[config.mk]
export PLATFORM = sky130hd
export DESIGN_NAME = roi_pixel_cropper
export DESIGN_NICKNAME = d
export VERILOG_FILES = /design/src/rtl/roi_pixel_cropper.sv
export SDC_FILE = /design/constraint.sdc
export NUM_CORES = 1
export LEC_CHECK = 0
export ABC_AREA = 1
export BUFFER_PORTS_ARGS = -buffer_cell sky130_fd_sc_hd__buf_2
export CAP_MARGIN = 15
export CORE_ASPECT_RATIO = 0.5
export CORE_UTILIZATION = 35
export DETAILED_ROUTE_END_ITERATION = 8
export SYNTH_ARGS = -nofsm -noshare
export SYNTH_HDL_FRONTEND = slang
export SYNTH_SLANG_ARGS = --single-unit
[constraint.sdc]
create_clock -name clk -period 3.7 [get_ports clk]
set_input_delay 0.185 -clock clk [delete_from_list [all_inputs] [get_ports clk]]
set_output_delay 0.185 -clock clk [all_outputs]
set_load 0.01 [all_outputs]
[src/rtl/roi_pixel_cropper.sv]
// roi_pixel_cropper: forwards the in-window pixels of one requested frame with sof/eol/eof markers
module roi_pixel_cropper #(
   parameter int IMG_WIDTH  = 1280,
   parameter int IMG_HEIGHT = 720,
   parameter int DATA_W     = 8
) (
   input  logic              clk,
   input  logic              rst_n,
   input  logic              win_load,
   input  logic [11:0]       win_x_start,
   input  logic [11:0]       win_x_end,
   input  logic [11:0]       win_y_start,
   input  logic [11:0]       win_y_end,
   input  logic              crop_req,
   input  logic              in_vsync,
   input  logic              in_de,
   input  logic [DATA_W-1:0] in_data,
   output logic              out_valid,
   output logic [DATA_W-1:0] out_data,
   output logic              out_sof,
   output logic              out_eol,
   output logic              out_eof,
   output logic              busy,
   output logic              done,
   output logic              err
);
   typedef enum logic [1:0] {IDLE, ARMED, ACTIVE} state_t;
   localparam logic [11:0] W  = 12'(IMG_WIDTH);
   localparam logic [11:0] H1 = 12'(IMG_HEIGHT - 1);
   state_t state, state_nxt;
   logic [11:0] pend_xs, pend_xe, pend_ys, pend_ye;
   logic [11:0] act_xs, act_xe, act_ys, act_ye;
   logic [11:0] sel_xs, sel_xe, sel_ys, sel_ye;
   logic [11:0] x_cnt, y_cnt, x_nxt, y_nxt;
   logic        bad, pix, last, in_win, start, err_nxt;
   always_comb begin
      sel_xs    = win_load ? win_x_start : pend_xs;
      sel_xe    = win_load ? win_x_end   : pend_xe;
      sel_ys    = win_load ? win_y_start : pend_ys;
      sel_ye    = win_load ? win_y_end   : pend_ye;
      bad       = sel_xs == 12'd0 || sel_xs > sel_xe || sel_xe > W || sel_ys > sel_ye || sel_ye > H1;
      pix       = state == ACTIVE && in_de && !in_vsync;
      x_nxt     = (x_cnt == W) ? 12'd1 : x_cnt + 12'd1;
      y_nxt     = (x_cnt == W) ? y_cnt + 12'd1 : y_cnt;
      last      = pix && x_nxt == W && y_nxt == H1;
      in_win    = pix && x_nxt >= act_xs && x_nxt <= act_xe && y_nxt >= act_ys && y_nxt <= act_ye;
      start     = state == ARMED && in_vsync && !bad;
      err_nxt   = in_vsync && ((state == ARMED && bad) || state == ACTIVE);
      state_nxt = (state == IDLE && crop_req) ? ARMED :
                  start                       ? ACTIVE :
                  (err_nxt || last)           ? IDLE : state;
   end
   assign busy = state != IDLE;
   always_ff @(posedge clk or negedge rst_n) begin
      if (!rst_n) begin
         state     <= IDLE;
         pend_xs   <= 12'd1;
         pend_xe   <= 12'd300;
         pend_ys   <= 12'd0;
         pend_ye   <= 12'd149;
         act_xs    <= '0;
         act_xe    <= '0;
         act_ys    <= '0;
         act_ye    <= '0;
         x_cnt     <= '0;
         y_cnt     <= '0;
         out_valid <= 1'b0;
         out_data  <= '0;
         out_sof   <= 1'b0;
         out_eol   <= 1'b0;
         out_eof   <= 1'b0;
         done      <= 1'b0;
         err       <= 1'b0;
      end else begin
         state <= state_nxt;
         if (win_load) begin
            pend_xs <= win_x_start;
            pend_xe <= win_x_end;
            pend_ys <= win_y_start;
            pend_ye <= win_y_end;
         end
         if (start) begin
            act_xs <= sel_xs;
            act_xe <= sel_xe;
            act_ys <= sel_ys;
            act_ye <= sel_ye;
            x_cnt  <= '0;
            y_cnt  <= '0;
         end else if (pix) begin
            x_cnt <= x_nxt;
            y_cnt <= y_nxt;
         end
         out_valid <= in_win;
         out_data  <= in_win ? in_data : out_data;
         out_sof   <= in_win && x_nxt == act_xs && y_nxt == act_ys;
         out_eol   <= in_win && x_nxt == act_xe;
         out_eof   <= in_win && x_nxt == act_xe && y_nxt == act_ye;
         done      <= last;
         err       <= err_nxt;
      end
   end
endmodule

Yosys cells after proc, flatten, opt, wreduce, memory -nomap -nowiden
Cells that the tools add are included.

storage, ports and cells
  logic and storage cells = 80
  output and inout port bits = 15
  flip-flop bits (word level) = 136

operators by class
  eq/ne operators = 9
  $lt $le $gt $ge = 8
  reduce and logical (&&, ||, !) cells = 30
  add/subtract/negate cells = 2
  mux-type cells = 13

operators by type and width
  kind                                                              number
  2-to-1 mux 12 bit                                                 10
  equality test 12 bit                                              4
  adder 12 x 1 -> 12 bit (second input constant)                    2
  equality test 12 x 11 -> 1 bit (second input constant)            2
  >= comparator 12 bit                                              2
  greater-than comparator 12 bit                                    2
  <= comparator 12 bit                                              2
  logical AND 1 bit                                                 17
  equality test 12 x 10 -> 1 bit (second input constant)            1
  greater-than comparator 12 x 10 -> 1 bit (second input constant)  1
  greater-than comparator 12 x 11 -> 1 bit (second input constant)  1
  logical NOT 12 bit                                                1
  logical OR 1 bit                                                  6
  2-to-1 mux 2 bit                                                  3
  nonzero test 2 bit                                                2
  nonzero test 3 bit                                                1
  equality test 2 x 1 -> 1 bit (second input constant)              1
  equality test 2 bit (second input constant)                       1
  logical NOT 1 bit                                                 2
  logical NOT 2 bit                                                 1

Longest topological paths before layout
Gate-level depths: netlist of run 1.

  depth in word-level cells = 13
  gate-level depth with buffers = 22
  depth with buffers taken out = 20

Worst setup path before layout of run 1
Ideal clock, no wire load.

  path type = register to register
  start point = register x_cnt[0]
  end point = register out_data[0]
  stages on the path, launching flop included = 21
  arrival = 2.948 ns
  setup time = 0.117 ns
  path slack = 0.634 ns
  clock period less this slack = 3.066 ns
  path buffers = 1
  cell sequence = dfrtp_1 inv_1 ha_1 nand3_1 nor3_1 nand2_1 clkinv_1 buf_1 nand2_1 o21ai_0 inv_1 ha_1 nand4_1 nor3_1 nand2_1 nand2_1 nand3_1 a21oi_4 nand2_2 nand2_1 nand2_1

on the way
  cells in the longest elaborated chain, start to end = 7

RTL lines
  item                                                                      line    RTL
  start: declaration                                                        34      logic [11:0] x_cnt, y_cnt, x_nxt, y_nxt;
  start signal: assignment                                                  90      x_cnt <= x_nxt;
  adder 12 x 1 -> 12 bit or equality test 12 x 11 -> 1 bit (tied branches)  43, 44
  2-to-1 mux 12 bit                                                         43      x_nxt = (x_cnt == W) ? 12'd1 : x_cnt + 12'd1;
  >= comparator 12 bit                                                      46      in_win = pix && x_nxt >= act_xs && x_nxt <= act_xe && y_nxt >= act_ys && y_nxt <= act_ye;
  logical AND 1 bit (3 in series)                                           46
  logical AND 1 bit (*)                                                     46
  end signal: assignment                                                    94      out_data <= in_win ? in_data : out_data;
  end: declaration                                                          19      output logic [DATA_W-1:0] out_data,

Every way passes the cells marked *; elsewhere a longest branch is shown, timed or not.
A chain may end at the register's enable or synchronous reset.

Final worst setup path of run 1
  start point = register x_cnt[0]
  end point = register out_data[3]

The elaborated chain is that of the path after synthesis.

==> flow_summary.ini, run 1 <==
[floorplan]
die_h_um = 109
die_area_um2 = 23500
core_um2 = 22100
start_util_pct = 36.3
die_w_um = 216
io-pin-count = 77
rows = 38

[timing]
clock_skew_ns = 0.0104
worst_pin_slew_ns = 0.843
fmax_mhz = 302
finalHoldViolations = 0
slew_headroom_pct = 43.8
rsz0062_at_grt = false
fin_ws_ns = 0.385
report.final.slew_viol_count = 0
period_share_pct = 89.6
setup_viol = 0
setup_tns_ns = 0
min_period_ns = 3.31

[worst_setup_path]
worstPathArrival_ns = 3.62
r2r-start = x_cnt[0]$_DFFE_PN0P_
cp-end-kind = flop
path_class = flop to flop
cp-endpoint = out_data[3]$_DFFE_PN0N_
reg2reg_to = out_data[3]$_DFFE_PN0N_
worstRegToRegCells = 20
worstSetupStartpointType = flop
cp.required_ns = 4.00
critical_path.max_fanout = 14
rrSetupSlack_ns = 0.39
startpoint = x_cnt[0]$_DFFE_PN0P_

[flow_run]
maxCapViolations = 0

[synthesis]
synth_seq_cells = 136
synth-edff-count = 0
synth_cell_types = 41
async_reset_ff_share_pct = 100
syn_inst = 1038
synth_mux_area_share_pct = 0
synthFlopType = dfrtp_1
synth.most_common_cell = nand2_1
yosys_warnings = 0
synth-adder-area-share_pct = 11.1
netlist.area_leader.share_pct = 39.7
yosysSeqAreaShare_pct = 42.7
yosysTopAreaCell = dfrtp_1
synthSimpleGateAreaFrac_pct = 24.4
synth-compound-area-share_pct = 10.7
synth.avg_cell_area_um2 = 7.71
synth_area_um2 = 8010
synthTopCellsByArea = dfrtp_1 40%, nand2_1 12%, ha_1 11%, inv_1 8.1%, nor2_1 4.3%
synth_top_family_by_area = simple AND/OR/NAND/NOR gates
synthTopCellsByCount = 255 x nand2_1, 173 x inv_1, 127 x dfrtp_1
synthXorXnorAreaFrac_pct = 1.31
syn-num-nets = 1171

[global_route]
grt_max_degree = 92
grt_overflow = 0
use_met1_pct = 27.4
use_met2_pct = 28.2
grt_pass1_wl_mm = 34.3
antenna_found_initial = 0
grt_usage_pct = 18.7
first_global_vias = 6689
use_met3_pct = 3.12
top_usage_layer = met2

[pwr]
power_mw = 4.78
power_density_nw_per_um2 = 506
power.leakage_nw = 5.11
vdd_drop_max_uv = 363

[routing]
via_per_inst = 4.76
drc = 0
wl_per_cell_um = 14.4
antenna_left = 0
vias = 6867
drtIter0Drc = 554
wirelength_mm = 20.8
dr.pass1.iters = 5

[placed_design]
dp_hpwl_mm = 15.7
routabilityCongestion = 0.913
place_ws_ns = 0.310
io_buffers = 76
dpl-instance-area_um2 = 8790

[cts]
cts_sinks = 136
numCtsBuffers = 17
post_cts_buffers = 0
clk_latency_ns = 0.42
cts_root_buf = clkbuf_16
cts_max_level = 4
cts_tree = built
clk_path_buf_depth = 2
clk_pin_slew_worst_paths_ns = 0.06

[layout]
n_antenna_cell = 0
postLayoutCellArea_um2 = 9450
fin_util_pct = 42.8
drive_gt1_share_pct = 14.2
nets = 1264
area_delta_synth_final_pct = 18.0

[hold_path]
hold_class = primary input to flop
hold_depth = 3

[outcome]
status = finished, final reports clean
==> through the flow <==
| stage | cells | hold WS [ns] |
|---|---|---|
| final | 1444 | 0.0101 |
| after detailed placement | 1406 | 0.332 |
| after global routing | 1444 | 0.00645 |
| after global placement | 1406 | 0.332 |
| after CTS | 1444 | 0.0000957 |
| after floorplan | 1038 | -0.111 |
==> cells by family after synthesis <==
| logic type | count (synthesis) |
|---|---|
| DFF | 136 |
| and+or+nand+nor | 460 |
| xor gates and xnor gates | 12 |
| AOI/OAI and AO/OA | 154 |
| adders and majority gates | 71 |
| buffers and inverters | 205 |
==> routing by layer <==
layer  vias to the layer above  part of all wire [%]
li1                       3483                     -
met4                         0                   1.3
met1                      3237                    53
met3                        20                   3.4
met2                       127                    43
met5                         -                     0
==> layout make-up <==
class                      instances  area, um2
multi-input combinational        697       3810
clock buffer                      21        460
sequential                       136       3410
timing repair buffer              98        579
fill                            2246      12600
tap                              300        375
clock inverter                    11        123
inverter                         181        683
==> flip-flops by register name (all words and copies together) (netlist names), 2 cells and up <==
| name | flops |
|---|---|
| act_ys | 12 |
| pend_xe | 12 |
| act_xs | 12 |
| y_cnt | 12 |
| out_data | 8 |
| act_ye | 12 |
| x_cnt | 12 |
| pend_xs | 12 |
| act_xe | 12 |
| pend_ys | 12 |
| state | 2 |
| pend_ye | 12 |
==> what timing repair did <==
action	CTS	global route
hold endpoints to repair	91	0
gates resized for setup	0	5
endpoints found under the setup margin	0	9
hold buffers	6	0
==> worst min path at each step <==
stage	startpoint	slack (ns)	to
2_1_floorplan	rst_n	-0.11	act_xe[0]$_DFFE_PN0N_
3_3_place_gp	rst_n	0.33	pend_ys[10]$_DFF_PN0_
3_5_place_dp	rst_n	0.33	pend_ys[11]$_DFF_PN0_
4_1_cts	in_data[3]	0.0001	out_data[3]$_DFFE_PN0N_
5_1_grt	in_data[1]	0.006	out_data[1]$_DFFE_PN0N_
6_report	in_data[3]	0.01	out_data[3]$_DFFE_PN0N_
==> worst max-delay path, stage by stage, from the launching register on <==
cell and delay [ns]:
dfrtp_1 0.39, inv_1 0.07, ha_1 0.21, nand3_1 0.08, nor3_1 0.04, nand2_1 0.16, clkinvlp_4 0.25, or2_2 0.32
nand2_1 0.11, inv_1 0.10, ha_1 0.30, a21oi_1 0.13, nor2_1 0.05, a211oi_1 0.18, nand3_1 0.10, nand2_1 0.06
nand3_1 0.13, a21oi_4 0.20, nand2_2 0.16, nand2_1 0.10, nand2_1 0.05
==> where the power goes <==
| part | internal (mW) | leakage [nW] | switching, mW | total (mW) |
|---|---|---|---|---|
| registers | 1.69 | 1.66 | 0.127 | 1.81 |
| logic | 0.468 | 3.16 | 0.816 | 1.28 |
| clock network | 1.03 | 0.287 | 0.656 | 1.68 |
==> layout by cell type (no fill, tap or decap), drive strengths merged, types with 4 or more instances in the layout <==
cell type	count
buf	92
o21ai	73
dfstp	9
ha	71
inv	180
dfrtp	127
nand3	45
clkinv	8
clkbuf	21
nor2	93
or2	19
xor2	10
dlygate4sd3	6
a21oi	63
nand2	257
a21o	4
nand4	25
nor3	16
Power figures use the tool's default switching activity.
==> run 2: changes to the inputs <==
ABC_AREA = 0   (was 1)
ABC_CLOCK_PERIOD_IN_PS = 3700   (was unset)
CTS_BUF_LIST = sky130_fd_sc_hd__clkbuf_8   (was unset)
==> flow_summary.ini, run 2 <==
[synthesis]
syn-num-nets = 855
async_reset_ff_share_pct = 100
netlist.area_leader.share_pct = 40.2
syn_inst = 722
yosysSeqAreaShare_pct = 43.1
synth.most_common_cell = dfrtp_1
synth_seq_cells = 136
synth_area_um2 = 7910
yosys_warnings = 0
synthFlopType = dfrtp_1
synth-edff-count = 0
yosysTopAreaCell = dfrtp_1
synth_cell_types = 69
synth.avg_cell_area_um2 = 11.0
synthTopCellsByCount = 127 x dfrtp_1, 77 x inv_1, 71 x ha_1
synthTopCellsByArea = dfrtp_1 40%, ha_1 11%, mux2_2 9.7%, inv_1 3.7%, mux2i_1 3.3%

[layout]
postLayoutCellArea_um2 = 9890
area_delta_synth_final_pct = 25.0
nets = 1016
instances_no_fill = 1196
mostFrequentLayoutCell = dfrtp_1
filler_cell_count = 2011
n_antenna_cell = 0
drive_gt1_share_pct = 31.6
final_cell_mix = 127 x dfrtp_1, 77 x inv_1, 75 x buf_2

[floorplan]
start_util_pct = 36.1
die_area_um2 = 23300
rows = 38
io-pin-count = 77
die_h_um = 108
die_w_um = 215
core_um2 = 21900

[cts]
cts_tree = built
cts_root_buf = clkbuf_8
numCtsBuffers = 17
cts_sinks = 136
clk_pin_slew_worst_paths_ns = 0.09
cts_max_level = 4
clk_path_buf_depth = 2
clk_latency_ns = 0.46

[worst_setup_path]
rrSetupSlack_ns = -0.33
critical_path.max_fanout = 5
worstPathArrival_ns = 4.37
cp.required_ns = 4.04
worstSetupStartpointType = flop
path_class = flop to flop
cp-end-kind = flop

[timing]
fin_ws_ns = -0.326
setup_tns_ns = -2.68
setup_viol = 10
clock_skew_ns = 0.0128
period_share_pct = 109
report.final.slew_viol_count = 0
fmax_mhz = 248
slew_headroom_pct = 42.1
rsz0062_at_grt = true
finalHoldViolations = 0
worst_pin_slew_ns = 0.869
min_period_ns = 4.03

[routing]
via_per_inst = 4.85
wl_per_cell_um = 15.5
antenna_left = 0
drc = 0
dr.pass1.iters = 4
drtIter0Drc = 205
wirelength_mm = 18.5
vias = 5804

[outcome]
violations = negative setup slack
status = finished with violations

[global_route]
grt_max_degree = 94
grt_pass1_wl_mm = 31.2
first_global_vias = 6170
grt_usage_pct = 17.0
antenna_found_initial = 0
grt_overflow = 0

[placed_design]
routabilityCongestion = 0.847
dp_cells = 1122
dpl-instance-area_um2 = 8960
dp_hpwl_mm = 13.4
io_buffers = 76

[pwr]
vdd_drop_max_uv = 234
power_density_nw_per_um2 = 441
power.leakage_nw = 4.96

[hold_path]
hold_class = primary input to flop

[flow_run]
maxCapViolations = 0
-- run 2: kinds of logic after synthesis --
| family | synth area share (%) |
|---|---|
| AND/OR/NAND/NOR | 13.5 |
| buffers and inverters | 5.42 |
| XOR/XNOR | 4.76 |
| adder cells (fa/ha/maj) | 11.8 |
| AO/OA/AOI/OAI | 6.88 |
| multiplexers | 14.5 |
| flip-flops | 43.1 |
-- run 2: report_power, final --
group	internal, mW	leakage, nW	switching (mW)	total, mW
Sequential	1.74	1.68	0.108	1.85
Combinational	0.576	3.07	0.618	1.19
Clock	0.689	0.214	0.634	1.32
Total	3.01	4.96	1.36	4.37
-- run 2: cell type report --
cell class              count  area (um2)  share of cell area [%]
inverters                  77         289                    2.92
clock inverters            14         170                    1.72
clock buffers              18         248                    2.50
multi-input cells         483        4170                    42.1
repair buffers            168        1230                    12.4
flip-flops and latches    136        3410                    34.5
well taps                 300         375                    3.79
-- run 2: through the flow --
stage	setup WS [ns]	hold WS [ns]	utilization [%]	total power [mW]
5_1_grt	-0.473	0.0149	45.1	4.66
3_3_place_gp	-0.177	0.327	40.9	2.99
6_report	-0.326	0.0267	45.1	4.37
2_1_floorplan	-0.0816	-0.111	-	2.60
3_5_place_dp	-0.291	0.337	40.9	3.02
4_1_cts	-0.279	0.00109	44.7	4.40
-- run 2: critical path, stage by stage (launching register included) --
cell and delay, ns:
dfrtp_1 0.39, or4b_4 0.54, or3_4 0.48, nor2_4 0.11
and4_4 0.25, xor2_2 0.18, ha_1 0.29, nand4_1 0.15
nor3_2 0.09, a221oi_2 0.24, o21ai_1 0.12, a221oi_2 0.33
o211a_4 0.27, clkbuf_16 0.17, mux2_4 0.30
-- run 2: routing by layer --
layer / wire length (um) / up-vias / global-route usage [%] / part of all wire (%)
met4: 265 / 0 / 5.71 / 1.4
li1: - / 2853 / - / -
met3: 529 / 21 / 2.33 / 2.9
met5: 0 / - / 0 / 0
met2: 8980 / 86 / 29.2 / 49
met1: 8730 / 2844 / 22.3 / 47
-- run 2: path summary, 6_finish.rpt --
check,end,start,depth (start not counted)
setup / recovery,out_data[0]$_DFFE_PN0N_,x_cnt[9]$_DFFE_PN0P_,14
hold / removal,pend_xe[11]$_DFF_PN0_,win_x_end[11],3
setup reg to reg,out_data[0]$_DFFE_PN0N_,x_cnt[9]$_DFFE_PN0P_,14
hold reg to reg,act_ye[10]$_DFFE_PN0N_,act_ye[10]$_DFFE_PN0N_,1
max in group asynchronous,pend_ye[7]$_DFF_PN1_,rst_n,3
min in group asynchronous,pend_xe[6]$_DFF_PN0_,rst_n,2
-- run 2: what timing repair did --
| item | in CTS | in global routing |
|---|---|---|
| hold endpoints to repair | 124 | 0 |
| gates cloned | 0 | 1 |
| pin swaps | 2 | 9 |
| endpoints found under the setup margin | 10 | 12 |
| hold buffers | 39 | 0 |
| resized for setup | 3 | 14 |
| buffers inserted | 1 | 1 |
==> run 3: changes to the inputs <==
CORE_UTILIZATION = 60   (was 35)
PLACE_DENSITY = 0.81   (was unset)
==> flow_summary.ini, run 3 (synthesized netlist as in run 2, its figures left out) <==
[pwr]
p_int_mw = 2.91
vdd_drop_max_uv = 231
power_density_nw_per_um2 = 446
clkPwrFrac_pct = 29.4
p_sw_share_pct = 32.1
combPwrFrac_pct = 27.3
power.leakage_nw = 4.90
seqPwrFrac_pct = 43.3
p_sw_mw = 1.38

[placed_design]
dp_hpwl_mm = 13.0
routabilityCongestion = 0.885
io_buffers = 76
dp_cells = 989
place_ws_ns = -0.297

[floorplan]
die_h_um = 83.2
die_w_um = 164
core_um2 = 12800
io-pin-count = 77
die_area_um2 = 13700
rows = 29
start_util_pct = 62.0

[cts]
cts_max_level = 4
clk_pin_slew_worst_paths_ns = 0.08
clk_latency_ns = 0.45
numCtsBuffers = 17
clk_path_buf_depth = 2
cts_tree = built
cts_root_buf = clkbuf_8
cts_sinks = 136

[timing]
fin_ws_ns = -0.335
clock_skew_ns = 0.0178
min_period_ns = 4.03
fmax_mhz = 248
finalHoldViolations = 0
report.final.slew_viol_count = 0
rsz0062_at_grt = true
worst_pin_slew_ns = 0.922
slew_headroom_pct = 38.5
period_share_pct = 109
setup_viol = 9

[global_route]
grt_max_degree = 100
first_global_vias = 6189
grt_pass1_wl_mm = 29.9
grt_usage_pct = 28.2
antenna_found_initial = 0
grt_overflow = 0

[worst_setup_path]
cp_top_family = simple AND/OR/NAND/NOR gates
rrSetupSlack_ns = -0.33
slowest_delay_ns = 0.55
cp-end-kind = flop
cp.required_ns = 4.03
crit_top_cell = a221oi_2
crit_chain = or4b_4 > or3_4 > nor2_8 > nand3_4 > nor2_4 > xor2_2 > ha_1 > nand4_1 > nor3_4 > a221oi_2 > o21ai_1 > a221oi_2 > o211a_1 > buf_12 > mux2_4
worstSetupStartpointType = flop
path_class = flop to flop
path_buf_inv = 1
cp_slowest_cell = or4b_4
worstPathArrival_ns = 4.37
critical_path.max_fanout = 10

[layout]
drive_gt1_share_pct = 31.9
fin_util_pct = 75.3
mostFrequentLayoutCell = dfrtp_1
area_delta_synth_final_pct = 21.5
final_cell_mix = 127 x dfrtp_1, 78 x inv_1, 75 x buf_2
n_antenna_cell = 0
instances_no_fill = 1054
nets = 1004

[routing]
dr.pass1.iters = 5
wl_per_cell_um = 17.2
wirelength_mm = 18.1
via_per_inst = 5.59
antenna_left = 0
drc = 0
drtIter0Drc = 361
vias = 5897

[outcome]
violations = negative setup slack
status = finished with violations

[flow_run]
maxCapViolations = 0

[hold_path]
hold_class = primary input to flop
## run 3: cell count changes in the layout (fill, tap and decap cells not counted), sizes merged, moves of 2 or more
cell         previous run  this run
clkinv                  7         4
inv                    80        83
dlygate4sd3            39        30
clkbuf                 19        17
clkinvlp                1         3
buf                   128       126
## run 3: area by class of cell
type	count	area, um2
repair buffers	156	1080
inverters	77	289
multi-input cells	483	4220
well taps	170	213
clock buffers	17	234
clock inverters	15	168
fillers	830	3150
flip-flops and latches	136	3410
## run 3: timing repair
item / 4_1_cts / 5_1_grt
pin swaps: 5 / 10
endpoints found under the setup margin: 10 / 12
gates resized for setup: 4 / 18
hold buffers: 30 / 0
endpoints found under the hold margin: 121 / 0
setup buffers: 1 / 2
## run 3: power groups by stage
stage	sequential [mW]	clock, mW	combinational (mW)
after global routing	1.88	1.34	1.32
after global placement	1.87	0	1.06
after CTS	1.86	1.28	1.16
after detailed placement	1.89	0	1.11
final	1.86	1.26	1.17
after floorplan	1.86	0	0.747
## run 3: final timing paths
check | from | end | cells after the start
worst max-delay path | x_cnt[9]$_DFFE_PN0P_ | out_data[5]$_DFFE_PN0N_ | 15
max in group asynchronous | rst_n | pend_xs[0]$_DFF_PN1_ | 3
worst max register to register | x_cnt[9]$_DFFE_PN0P_ | out_data[5]$_DFFE_PN0N_ | 15
worst min-delay path | win_y_start[10] | pend_ys[10]$_DFF_PN0_ | 2
min in group asynchronous | rst_n | out_data[3]$_DFFE_PN0N_ | 2
worst min register to register | act_xe[11]$_DFFE_PN0N_ | act_xe[11]$_DFFE_PN0N_ | 1
## run 3: layer usage
layer  GRT usage, %  wire length [um]  vias to the layer above
li1               -                 -                     2822
met1           36.1              8090                     2867
met2           46.9              8750                      181
met3           6.59              1000                       27
met4           9.42               299                        0
met5              0                 0                        -
## run 3: metrics by stage
| stage | hold slack (ns) | total power [mW] | TNS [ns] | cell area [um2] |
|---|---|---|---|---|
| after floorplan | -0.111 | 2.60 | -0.653 | 7930 |
| after global placement | 0.335 | 2.93 | -1.43 | 8750 |
| after detailed placement | 0.356 | 2.99 | -2.51 | 8750 |
| after CTS | 0.000987 | 4.29 | -2.60 | 9480 |
| after global routing | 0.00416 | 4.54 | -4.68 | 9620 |
| final | 0.0172 | 4.29 | -2.91 | 9620 |
